$ cat src/rtl/sw_cond_pkg.sv
// Shared types and defaults for the switch conditioner.
package sw_cond_pkg;

  typedef enum logic {DB_STABLE, DB_CHECK} db_state_t;

  localparam int unsigned DB_CYCLES_DEF   = 1_000_000;
  localparam int unsigned TICK_CYCLES_DEF = 25_000_000;

  function automatic int unsigned cnt_w(input int unsigned n);
    return $clog2(n + 1);
  endfunction

endpackage

$ cat src/rtl/sw_debounce_1b.sv
// Single-bit synchroniser plus debounce FSM.
// SW_COND_EDGE_EN adds registered rise/fall pulses aligned with q.
module sw_debounce_1b
  import sw_cond_pkg::*;
#(
  parameter int unsigned SYNC_STAGES = 2,
  parameter int unsigned DB_CYCLES   = DB_CYCLES_DEF
) (
  input  logic clk,
  input  logic rst_n,
  input  logic d_raw,
  output logic q,
`ifdef SW_COND_EDGE_EN
  output logic rise,
  output logic fall,
`endif
  output logic upd
);

  localparam int unsigned CW = cnt_w(DB_CYCLES);
  localparam logic [CW-1:0] LAST = CW'(DB_CYCLES - 1);

  logic [SYNC_STAGES-1:0] sync_q;
  db_state_t              state_q;
  logic [CW-1:0]          cnt_q;
  logic                   q_q;
  logic                   sw_s;

  assign sw_s = sync_q[SYNC_STAGES-1];
  assign q    = q_q;

  // upd marks the edge at which q takes sw_s; the top uses it to restart the tick counter.
  // A one-cycle debounce latches straight from DB_STABLE, since DB_CHECK could never match cnt=0.
  assign upd = (sw_s != q_q) &&
               ((state_q == DB_CHECK && cnt_q == LAST) || (DB_CYCLES == 1));

  always_ff @(posedge clk or negedge rst_n) begin
    if (!rst_n) begin
      sync_q  <= '0;
      state_q <= DB_STABLE;
      cnt_q   <= '0;
      q_q     <= 1'b0;
    end else begin
      sync_q <= {sync_q[SYNC_STAGES-2:0], d_raw};
      unique case (state_q)
        DB_STABLE: begin
          if (sw_s != q_q) begin
            if (DB_CYCLES == 1) begin
              q_q <= sw_s;
            end else begin
              state_q <= DB_CHECK;
              cnt_q   <= CW'(1);
            end
          end else begin
            cnt_q <= '0;
          end
        end
        DB_CHECK: begin
          if (sw_s == q_q) begin
            state_q <= DB_STABLE;
            cnt_q   <= '0;
          end else if (cnt_q == LAST) begin
            q_q     <= sw_s;
            state_q <= DB_STABLE;
            cnt_q   <= '0;
          end else begin
            cnt_q <= cnt_q + CW'(1);
          end
        end
      endcase
    end
  end

`ifdef SW_COND_EDGE_EN
  logic rise_q, fall_q;

  always_ff @(posedge clk or negedge rst_n) begin
    if (!rst_n) begin
      rise_q <= 1'b0;
      fall_q <= 1'b0;
    end else begin
      rise_q <= upd & sw_s;
      fall_q <= upd & ~sw_s;
    end
  end

  assign rise = rise_q;
  assign fall = fall_q;
`endif

endmodule

$ cat src/rtl/sw_conditioner.sv
// Switch synchronise/debounce front-end with restartable count-enable tick.
// SW_COND_EDGE_EN adds sw_rise/sw_fall edge-pulse outputs.
module sw_conditioner
  import sw_cond_pkg::*;
#(
  parameter int unsigned N_SW        = 2,
  parameter int unsigned SYNC_STAGES = 2,
  parameter int unsigned DB_CYCLES   = DB_CYCLES_DEF,
  parameter int unsigned TICK_CYCLES = TICK_CYCLES_DEF
) (
  input  logic            clk,
  input  logic            rst_n,
  input  logic [N_SW-1:0] sw_raw,
  output logic [N_SW-1:0] sw_db,
`ifdef SW_COND_EDGE_EN
  output logic [N_SW-1:0] sw_rise,
  output logic [N_SW-1:0] sw_fall,
`endif
  output logic            tick
);

  localparam int unsigned TW = (TICK_CYCLES > 1) ? $clog2(TICK_CYCLES) : 1;
  localparam logic [TW-1:0] TLAST = TW'(TICK_CYCLES - 1);

  logic [N_SW-1:0] upd;
  logic [TW-1:0]   tcnt_q;
  logic            tick_q;

  for (genvar g = 0; g < N_SW; g++) begin : g_sw
    sw_debounce_1b #(
      .SYNC_STAGES (SYNC_STAGES),
      .DB_CYCLES   (DB_CYCLES)
    ) u_db (
      .clk   (clk),
      .rst_n (rst_n),
      .d_raw (sw_raw[g]),
      .q     (sw_db[g]),
`ifdef SW_COND_EDGE_EN
      .rise  (sw_rise[g]),
      .fall  (sw_fall[g]),
`endif
      .upd   (upd[g])
    );
  end

  // A change on any debounced switch restarts the period and overrides a due wrap.
  always_ff @(posedge clk or negedge rst_n) begin
    if (!rst_n) begin
      tcnt_q <= '0;
      tick_q <= 1'b0;
    end else if (|upd) begin
      tcnt_q <= '0;
      tick_q <= 1'b0;
    end else if (tcnt_q == TLAST) begin
      tcnt_q <= '0;
      tick_q <= 1'b1;
    end else begin
      tcnt_q <= tcnt_q + TW'(1);
      tick_q <= 1'b0;
    end
  end

  assign tick = tick_q;

endmodule

$ cat config.mk
export PLATFORM = sky130hd
export DESIGN_NAME = sw_conditioner
export DESIGN_NICKNAME = d
export VERILOG_FILES = /design/src/rtl/sw_cond_pkg.sv /design/src/rtl/sw_debounce_1b.sv /design/src/rtl/sw_conditioner.sv
export SDC_FILE = /design/constraint.sdc
export NUM_CORES = 1
export LEC_CHECK = 0
export ABC_AREA = 1
export BUFFER_PORTS_ARGS = -buffer_cell sky130_fd_sc_hd__buf_2
export CAP_MARGIN = 10
export CORE_ASPECT_RATIO = 0.75
export CORE_MARGIN = 1
export CORE_UTILIZATION = 55
export CTS_BUF_LIST = sky130_fd_sc_hd__clkbuf_16
export DETAILED_ROUTE_END_ITERATION = 8
export GPL_ROUTABILITY_DRIVEN = 0
export GPL_TIMING_DRIVEN = 0
export PLACE_DENSITY = 0.74
export SYNTH_ARGS = -nofsm -noshare
export SYNTH_HDL_FRONTEND = slang
export SYNTH_HIERARCHICAL = 1
export SYNTH_SLANG_ARGS = --single-unit
$ cat constraint.sdc
create_clock -name clk -period 1.7 [get_ports clk]
set_input_delay 0.17 -clock clk [delete_from_list [all_inputs] [get_ports clk]]
set_output_delay 0.17 -clock clk [all_outputs]
set_load 0.005 [all_outputs]
==> impl_results.md <==
- HP Class: input pin to async pin
- Chip width: ~100 um
- Worst setup EP type: register
- Asr flop ratio synth: 100%
- CTS tree: built
- Max Cap Viol: 0
- Placement-stage cell area: between 4000 and 5000 um^2
- Deepest clock path buffer count: 2
- Crit-path cells: ha_4 > nand2_4 > nor3_4 > nand3_2 > nor2_4 > nor2_4 > buf_12 > buf_4 > nand3_1 > nor2_1
- Switching Power: 0.000873 W
- Core area: ~7000 um^2
- EDFF count, synth: 0
- Critical Path Start Type: register
- Nets: 558
- Worst VDD drop: a little over 0.5 mV
- Crit Path Class: register to register
- Worst slew margin: approximately 76%
- CP dominant cell by count: nor2_4
- DRT antenna net count: 0
- Switching part of the total: 22.7%
- Drt pass-1 iters: 4
- Setup WS post-layout: -0.00475 ns
- Clock transition at path regs: 0.06 ns
- 1st-iter DRT viols: approximately 200
- FP Rows: 26
- Total GRT Usage: between 20% and 30%
- Die area: 7700 um^2
- Internal power: between 0.002 and 0.003 W
- Placed insts: just over 600
- GR Overflow Total: 0
- CTS Sinks: 74
- Syn. warnings: 6
- Violated checks: setup timing
- Final antenna diode count: 0
- FF+latch count, synth: 74
- Worst EP arrival: between 1.5 and 2 ns
- R2R Path Start: g_sw[0].u_db/cnt_q[0]
- Number of global-route vias before repair: 3082
- R2R depth: 10
- DRC errors left: 0
- Mapped Avg Cell Area: 7.80 um^2
- Combinational share of power: around 4.3%
- Mapped Cells: roughly 520
- Share of cells above drive strength 1: approximately 18%
- Crit-path slowest cell: dfrtp_1
- Status: complete, but fails checks
- I/O Pins: 7
- Yosys top cell by area: dfrtp_1
- Layout area overhead: 17.3%
- Largest fanout on the critical path: 7
- End of the worst register-to-register path: tcnt_q[18]
- Setup violators final: 2
- Global-route wire length before repair: about 14000 um
- H-tree depth: 3
- Die Ht: approximately 76 um
- Vias: between 3000 and 4000
- Initial core utilization: 58.1%
- Sequential fraction of the synthesis area: between 40% and 50%
- Number of vias per cell: ~5.1
- Final HPWL DP: around 5700 um
- Top-area cell type share of the netlist area: 45.8%
- FILL cells: 570
- Clock root buffer: clkbuf_16
- CP Launch Point: g_sw[0].u_db/cnt_q[0]
- Fin. Hold Viols: 0
- TritonCTS buffer count: 9
- Cell Area, Synth: 4040 um^2
- Drt total wl: approximately 8400 um
- Slowest Stage Delay on Critical Path: about 0.42 ns
- Cell area power density: 810 nW/um^2
- Actual slew at the worst max-slew pin: 0.362 ns
- Largest net degree at the start of global routing: 53
- Worst Skew: 0.00650 ns
- Reg-to-reg slack, setup: -0.005 ns
- Final worst path period need: approximately 1.7 ns
- # port buffers: 6
- P_leak: 2.19 nW
- Synthesized Nets: ~530
- Sequential share of power: around 47%
- Slew Viols, Final: 0
- Number of antenna violations at the first check in global routing: 0
- Achievable frequency: 0.587 GHz
- Synth area leaders: dfrtp_1 46%, nor2_1 11%, nand2_1 10%
- Ys flop type: dfrtp_1
- Synth cell types: 25
- Wire per inst: between 10 and 15 um
- Design Area, Final: approximately 4700 um^2
- Worst skew pair latency: 0.33 ns
- Critical path required time: about 1.9 ns
- Layout Cells excl Fill: ~650
- Part of the cycle the worst path needs: 100%
- Clock Power Share: between 40% and 50%
- RSZ-0062 raised after global routing: true
[cells in the mapped netlist (3+ instances only)]
| cell type | n |
|---|---|
| nand2_1 | 109 |
| a21oi_1 | 12 |
| xnor2_1 | 7 |
| nand2_2 | 9 |
| inv_1 | 56 |
| nor2_2 | 17 |
| nand2_4 | 4 |
| o21ai_0 | 6 |
| nand3_1 | 36 |
| nor2_4 | 7 |
| xor2_1 | 24 |
| ha_1 | 3 |
| buf_6 | 3 |
| inv_2 | 4 |
| dfrtp_1 | 74 |
| nor3_1 | 10 |
| nand3_2 | 6 |
| nor2_1 | 120 |
[layout make-up]
class	count	area [um^2]	area share (%)
plain buffers	3	33.8	0.713
clock buffers	9	225	4.75
flip-flops and latches	74	1850	39.1
clock inverters	7	70.1	1.48
well taps	98	123	2.59
repair buffers	22	200	4.22
multi-input cells	381	2010	42.4
inverters	60	225	4.75
[flip-flops by register name (all words and copies together) (netlist names)]
signal / flops
g_sw.u_db/q: 2
g_sw.u_db/state_q: 2
g_sw.u_db/cnt_q: 40
tick: 1
tcnt_q: 25
g_sw.u_db/sync_q: 4
[power groups by stage]
stage	registers [W]	clock network, W	logic (W)
6_report	0.00180	0.00187	0.000166
5_1_grt	0.00181	0.00198	0.000188
4_1_cts	0.00180	0.00190	0.000163
3_5_place_dp	0.00183	0	0.000154
3_3_place_gp	0.00183	0	0.000142
2_1_floorplan	0.00183	0	0.0000838
[cells in the final DEF (no fill, tap or decap), drive strengths merged]
| cell type | synthesis | layout |
|---|---|---|
| nor2 | 145 | 145 |
| nand2 | 122 | 122 |
| dfrtp | 74 | 74 |
| inv | 60 | 60 |
| nand3 | 42 | 42 |
| xor2 | 24 | 24 |
| buf | 3 | 22 |
| a21oi | 12 | 12 |
| nor3 | 12 | 12 |
| clkbuf | 0 | 9 |
| xnor2 | 7 | 7 |
| o21ai | 6 | 6 |
| clkinvlp | 0 | 3 |
| dlygate4sd3 | 0 | 3 |
| ha | 3 | 3 |
| clkinv | 0 | 3 |
| or2 | 2 | 2 |
| nand4 | 2 | 2 |
| nor3b | 2 | 2 |
| and2 | 1 | 1 |
| a2bb2oi | 1 | 1 |
| bufinv | 0 | 1 |
[worst max path at each step]
stage	endpoint	cells past startpoint	slack, ns
after floorplan	tcnt_q[11]	9	0.12
after global placement	tick	8	-0.20
after detailed placement	tick	8	-0.28
after CTS	tcnt_q[12]	9	0.01
after global routing	tcnt_q[18]	10	-0.08
final	tcnt_q[18]	10	-0.005
[worst max-delay path: cells and delay by family, from the launching register on]
family / cells / cell delay [ns]
fa+ha+maj: 1 / 0.17
simple gates: 7 / 0.72
buf+inv: 2 / 0.27
flops: 1 / 0.42
[per-layer routing]
metal  global-route usage, %  share of wire (%)  vias to the layer above
met1                    34.1                 48                     1578
met2                    35.8                 46                       76
met5                       0                  0                        -
met3                    5.50                4.7                       11
met4                    8.41                1.2                        0
li1                        -                  -                     1665
[what timing repair did]
item                       CTS  global route
setup endpoints to repair   26            54
hold buffers                 3             0
buffers inserted             8             3
pin swaps                    5             7
hold endpoints to repair    24             0
gates cloned                 0             1
gates resized for setup      9            14
[logic make-up after synthesis]
| kind of cell | count (synthesis) | synth area share [%] |
|---|---|---|
| AND/OR/NAND/NOR | 328 | 37.7 |
| flip-flops | 74 | 45.8 |
| buffers and inverters | 63 | 6.41 |
| XOR/XNOR | 31 | 6.72 |
| AO/OA/AOI/OAI | 19 | 2.45 |
| adder cells (fa/ha/maj) | 3 | 0.929 |
[per-stage QoR]
step	hold WS (ns)	worst slack [ns]	utilization, %	TNS, ns	power [W]
after detailed placement	0.0956	-0.281	60.7	-4.73	0.00199
after floorplan	-0.126	0.116	-	0	0.00191
final	0.283	-0.00475	68.1	-0.00492	0.00384
after global routing	0.328	-0.0771	68.1	-1.26	0.00398
after global placement	0.279	-0.204	60.2	-3.37	0.00197
after CTS	0.292	0.00975	66.7	0	0.00386
Power figures use the tool's default switching activity.
